## src/rtl/match_seq_ctrl.sv

```systemverilog
// match_seq_ctrl: sequencing controller for the {b[1], a[3:2]} pattern-status datapath.
// Arms a pattern detector, qualifies a match over a programmable run of
// consecutive valid samples, and holds a sticky status flag that software clears
// with a request/acknowledge handshake.
// Optional feature macro: MATCH_HITCNT_EN adds a saturating hit_total[7:0] output.
module match_seq_ctrl #(
    parameter logic [2:0]  PAT    = 3'b001,
    parameter int          CNT_W  = 4,
    parameter int unsigned THRESH = 3
) (
    input  logic             clk,
    input  logic             rst,
    input  logic [3:0]       a,
    input  logic [3:0]       b,
    input  logic             sample_valid,
    input  logic             en,
    input  logic             cfg_we,
    input  logic [2:0]       cfg_pat,
    input  logic [CNT_W-1:0] cfg_thresh,
    input  logic             clr_req,
    output logic             clr_ack,
    output logic             status,
    output logic [CNT_W-1:0] run_cnt,
    output logic [1:0]       state
`ifdef MATCH_HITCNT_EN
    ,
    output logic [7:0]       hit_total
`endif
);

    typedef enum logic [1:0] {
        IDLE  = 2'd0,
        ARMED = 2'd1,
        HIT   = 2'd2,
        CLEAR = 2'd3
    } state_t;

    state_t           state_q;
    logic             status_q;
    logic             clr_ack_q;
    logic [CNT_W-1:0] run_cnt_q;
    logic [2:0]       pat_q;
    logic [CNT_W-1:0] thr_q;

    // Combinational helpers; comparisons run one bit wider so the increment cannot wrap.
    logic [2:0]       key_d;
    logic             key_match_d;
    logic [CNT_W:0]   run_inc_d;
    logic [CNT_W:0]   thr_eff_d;
    logic             hit_now_d;
    logic             unused_d;

    assign key_d       = {b[1], a[3:2]};
    assign key_match_d = (key_d == pat_q);
    assign run_inc_d   = {1'b0, run_cnt_q} + (CNT_W+1)'(1);
    // A programmed threshold of zero behaves like one: a single match qualifies.
    assign thr_eff_d   = (thr_q == '0) ? (CNT_W+1)'(1) : {1'b0, thr_q};
    // A qualifying sample only counts while enabled; dropping en takes priority.
    assign hit_now_d   = (state_q == ARMED) && en && sample_valid && key_match_d &&
                         (run_inc_d >= thr_eff_d);
    // Sample bits outside the compare key are deliberately not used.
    assign unused_d    = ^{a[1:0], b[3:2], b[0]};

    // Main controller FSM with registered outputs and configuration registers.
    always_ff @(posedge clk or posedge rst) begin
        if (rst) begin
            state_q   <= IDLE;
            status_q  <= 1'b0;
            clr_ack_q <= 1'b0;
            run_cnt_q <= '0;
            pat_q     <= PAT;
            thr_q     <= CNT_W'(THRESH);
        end else begin
            clr_ack_q <= 1'b0;
            case (state_q)
                IDLE: begin
                    run_cnt_q <= '0;
                    if (cfg_we) begin
                        pat_q <= cfg_pat;
                        thr_q <= cfg_thresh;
                    end
                    if (en) begin
                        state_q <= ARMED;
                    end
                end
                ARMED: begin
                    if (!en) begin
                        state_q   <= IDLE;
                        run_cnt_q <= '0;
                    end else if (sample_valid) begin
                        if (hit_now_d) begin
                            state_q   <= HIT;
                            status_q  <= 1'b1;
                            run_cnt_q <= '0;
                        end else if (key_match_d) begin
                            run_cnt_q <= run_inc_d[CNT_W-1:0];
                        end else begin
                            run_cnt_q <= '0;
                        end
                    end
                end
                HIT: begin
                    status_q <= 1'b1;
                    if (clr_req) begin
                        state_q <= CLEAR;
                    end
                end
                CLEAR: begin
                    // The acknowledge and the status drop appear together on the exit edge.
                    clr_ack_q <= 1'b1;
                    status_q  <= 1'b0;
                    run_cnt_q <= '0;
                    state_q   <= en ? ARMED : IDLE;
                end
                default: begin
                    state_q <= IDLE;
                end
            endcase
        end
    end

`ifdef MATCH_HITCNT_EN
    logic [7:0] hit_total_q;

    // Saturating count of entries into HIT; only reset clears it.
    always_ff @(posedge clk or posedge rst) begin
        if (rst) begin
            hit_total_q <= 8'd0;
        end else if (hit_now_d && (hit_total_q != 8'hFF)) begin
            hit_total_q <= hit_total_q + 8'd1;
        end
    end

    assign hit_total = hit_total_q;
`endif

    assign state   = state_q;
    assign status  = status_q;
    assign clr_ack = clr_ack_q;
    assign run_cnt = run_cnt_q;

endmodule

```

## config.mk

```make
export PLATFORM = sky130hd
export DESIGN_NAME = match_seq_ctrl
export DESIGN_NICKNAME = d
export VERILOG_FILES = /design/src/rtl/match_seq_ctrl.sv
export SDC_FILE = /design/constraint.sdc
export NUM_CORES = 1
export LEC_CHECK = 0
export BUFFER_PORTS_ARGS = -buffer_cell sky130_fd_sc_hd__buf_2
export CAP_MARGIN = 20
export CORE_ASPECT_RATIO = 1.25
export CORE_MARGIN = 5
export CORE_UTILIZATION = 40
export DETAILED_ROUTE_END_ITERATION = 8
export PLACE_DENSITY = 0.61
export SETUP_SLACK_MARGIN = 0.02
export SYNTH_ARGS = -nofsm -noshare
export SYNTH_HDL_FRONTEND = slang
export SYNTH_SLANG_ARGS = --single-unit
```

## constraint.sdc

```tcl
create_clock -name clk -period 2.5 [get_ports clk]
set_input_delay 0.25 -clock clk [delete_from_list [all_inputs] [get_ports clk]]
set_output_delay 0.25 -clock clk [all_outputs]
set_load 0.01 [all_outputs]
```

==> metrics.md <==
| Metric | Value |
|---|---|
| Sw Ratio | between 30% and 40% |
| Post-synthesis cell area | a little over 900 um2 |
| IO buf count | 23 |
| Largest net degree at the start of global routing | 16 |
| Status | finished, final reports clean |
| CTS buffer count | 3 |
| Xor and xnor fraction of the mapped netlist area | 4.72% |
| Post-route cell area | ~1100 um2 |
| Register share of total power | just over 40% |
| Root buffer cell | clkbuf_4 |
| Number of post-CTS setup repair buffers | 0 |
| Crit. End Element | register |
| Yosys cell types | 25 |
| Die W | ~53 um |
| Nets | 147 |
| Share of layout cells above drive strength 1 | 35.7% |
| DR vias | 740 |
| R2R cell count | 8 |
| Via density | between 5 and 6 |
| WL met3 | around 130 um |
| Die Ht | between 60 and 70 um |
| Reg2Reg Setup Slack | between 0.2 and 0.3 ns |
| Hold Vio Cnt, Final | 0 |
| Initial antenna violation count | 0 |
| PD cells | about 850 nW/um2 |
| Critical Path RT | 2.66 ns |
| Clock buffer depth | 2 |
| H-tree depth | 1 |
| Drc violations | 0 |
| CTS tree | yes |
| Global-route wire length before repair | ~3200 um |
| Synth Warn # | 0 |
| Unrepaired setup endpoints after global routing | no |
| CP Launch Type | register |
| Largest family of logic cells by synthesized area | compound AO/OA/AOI/OAI gates |
| Worst Clk Skew | 0.00529 ns |
| Max transition margin | 62.1% |
| Max-cap violations | 0 |
| Overflow after GRT | 0 |
| Yosys reg bits | 15 |
| Largest cells by area after synthesis | dfrtp_1, ha_1, dfstp_2 |
| Total Wirelength | 1810 um |
| Arrival @ worst endpoint | roughly 2.4 ns |
| Router iterations before antenna repair | 4 |
| Logic pwr share | 44.1% |
| Number of global-route vias before repair | 772 |
| Peak VDD IR | slightly below 0.6 mV |
| Most numerous cell in the Yosys netlist | dfrtp_1 |
| Min Tclk post-route | approximately 2.2 ns |
| Sw Pwr | 354 uW |
| Leakage | around 0.00056 uW |
| Synth Area in Compound Gates | roughly 15% |
| Synth Area in Simple Gates | about an eighth |
| Reg2reg start | thr_q[1] |
| Metal-1 WL | about 700 um |
| Worst Setup SP | thr_q[1] |
| Highest metal used | met4 |
| Placed cell areas | 1080 um2 |
| Initial DRC Count | 12 |
| Util after Layout | between 50% and 60% |
| Async set-reset flop share out of synthesis | between 90% and 100% |
| Initial Util | approximately two fifths |
| Gr usage total | around an eighth |
| Seq/Total Area, Yosys | roughly two fifths |
| Post-synth top area cell | dfrtp_1 |
| WS Path Type | reg2reg |
| Die outline area | between 3000 and 4000 um2 |
| Worst-path clk slew | approximately 0.090 ns |
| Main flop type after synthesis | dfrtp_1 |
| Setup TNS | 0 ns |
| Internal power | 591 uW |
| Clock Power Share | ~15% |
| Multiplexer share of the synthesized area | 9.57% |
| Post-DRT Antenna Nets | 0 |
| Max frequency | between 400 and 500 MHz |
| Mean Syn Cell Area | 10.5 um2 |
| Post-DR wirelength/cell | between 10 and 15 um |
| Hold Path Class | in2async |
| Wire length on met2 | around 940 um |
| IO Count | 29 |
| Area Overhead vs Synth | 19.4% |
| CTS sink cnt | 15 |
| Synth Area in Adders | a little over an eighth |
| Row count | 19 |
| # diodes | 0 |
| Gp weighted congestion | between 0.7 and 0.8 |
| Fin. max-slew vios | 0 |
| Syn nets | 119 |
| Final setup viols | 0 |
| Slew @ Worst Pin | between 0.5 and 0.6 ns |
| Top-area cell type share of the netlist area | between 30% and 40% |
| Post-CTS Hold Fix Bufs | 0 |
| Post-synth EDFFs | 0 |
| Final worst-path cycle share | about nine tenths |
| Clock latency on the worst-skew pair | between 0.2 and 0.3 ns |
| Top cells by count, synth | dfrtp_1, nand2_1, ha_1, inv_1, mux2_2 |
| # resized after CTS | 0 |
| Total power | between 900 and 1000 uW |
| Detailed Place HPWL | 1480 um |
| Peak fanout along the critical path | 4 |
| Total core area | 2210 um2 |
| Syn Inst Count | 88 |
| Fillers | about 230 |
-- flip-flops by register name, summed over array words and instances (netlist names), named ones only --
signal   flops
status       1
thr_q        4
state        1
clr_ack      1
pat_q        3
run_cnt      4
-- power by group through the flow --
stage	clock network [uW]	logic, uW	registers (uW)
detailed placement	0	420	398
CTS	145	422	393
global placement	0	406	391
global route	164	470	405
floorplan	0	319	391
finish	138	417	391
-- per-stage QoR --
stage                     cells  hold WS, ns  worst slack [ns]
after CTS                   146       0.0273             0.224
final                       146      0.00502             0.259
after detailed placement    142        0.343             0.247
after global routing        146       0.0433            0.0828
after floorplan              88        0.149             0.456
after global placement      142        0.339             0.313
-- logic make-up (layout without fill, tap and decap cells) --
family	count (synthesis)	count (layout)
AO/OA/AOI/OAI	19	19
XOR/XNOR	5	5
multiplexers	8	8
flip-flops	15	15
AND/OR/NAND/NOR	22	22
adder cells (fa/ha/maj)	10	10
buffers and inverters	9	36
-- worst max-delay path by stage --
stage	cells after the start	to	slack, ns
after floorplan	8	register	0.46
after global placement	8	state[0]	0.31
after detailed placement	8	register	0.25
after CTS	8	register	0.22
after global routing	8	state[0]	0.08
final	8	register	0.26
-- critical path, cell delays in order, from the launching register on --
cell and delay, ns:
dfstp_2 0.53, inv_1 0.05, a31o_2 0.19, ha_1 0.26, nand2b_1 0.13, a211oi_1 0.34, o21ai_0 0.29, a41oi_1 0.26
a31oi_1 0.06
-- area by class of cell --
cell class / count / area, um2 / share of cell area [%]
multi-input cells: 64 / 515 / 46.5
flip-flops and latches: 15 / 379 / 34.2
repair buffers: 23 / 115 / 10.4
well taps: 31 / 38.8 / 3.50
inverters: 9 / 33.8 / 3.05
clock buffers: 4 / 26.3 / 2.37
-- metal layers --
layer | global-route usage [%] | up-vias
met4 | 5.75 | 0
met5 | 0 | -
li1 | - | 371
met3 | 3.49 | 4
met1 | 13.8 | 342
met2 | 21.1 | 23
-- cells in the final DEF (no fill, tap or decap), drive strengths merged, types with 3 or more instances in the layout --
master  synthesis  layout
inv             9       9
clkbuf          0       4
nand3           3       3
o21ai           5       5
dfstp           3       3
nand2          11      11
mux2            7       7
nand2b          5       5
buf             0      23
xor2            4       4
ha             10      10
dfrtp          12      12
(Power assumes the default switching activity.)
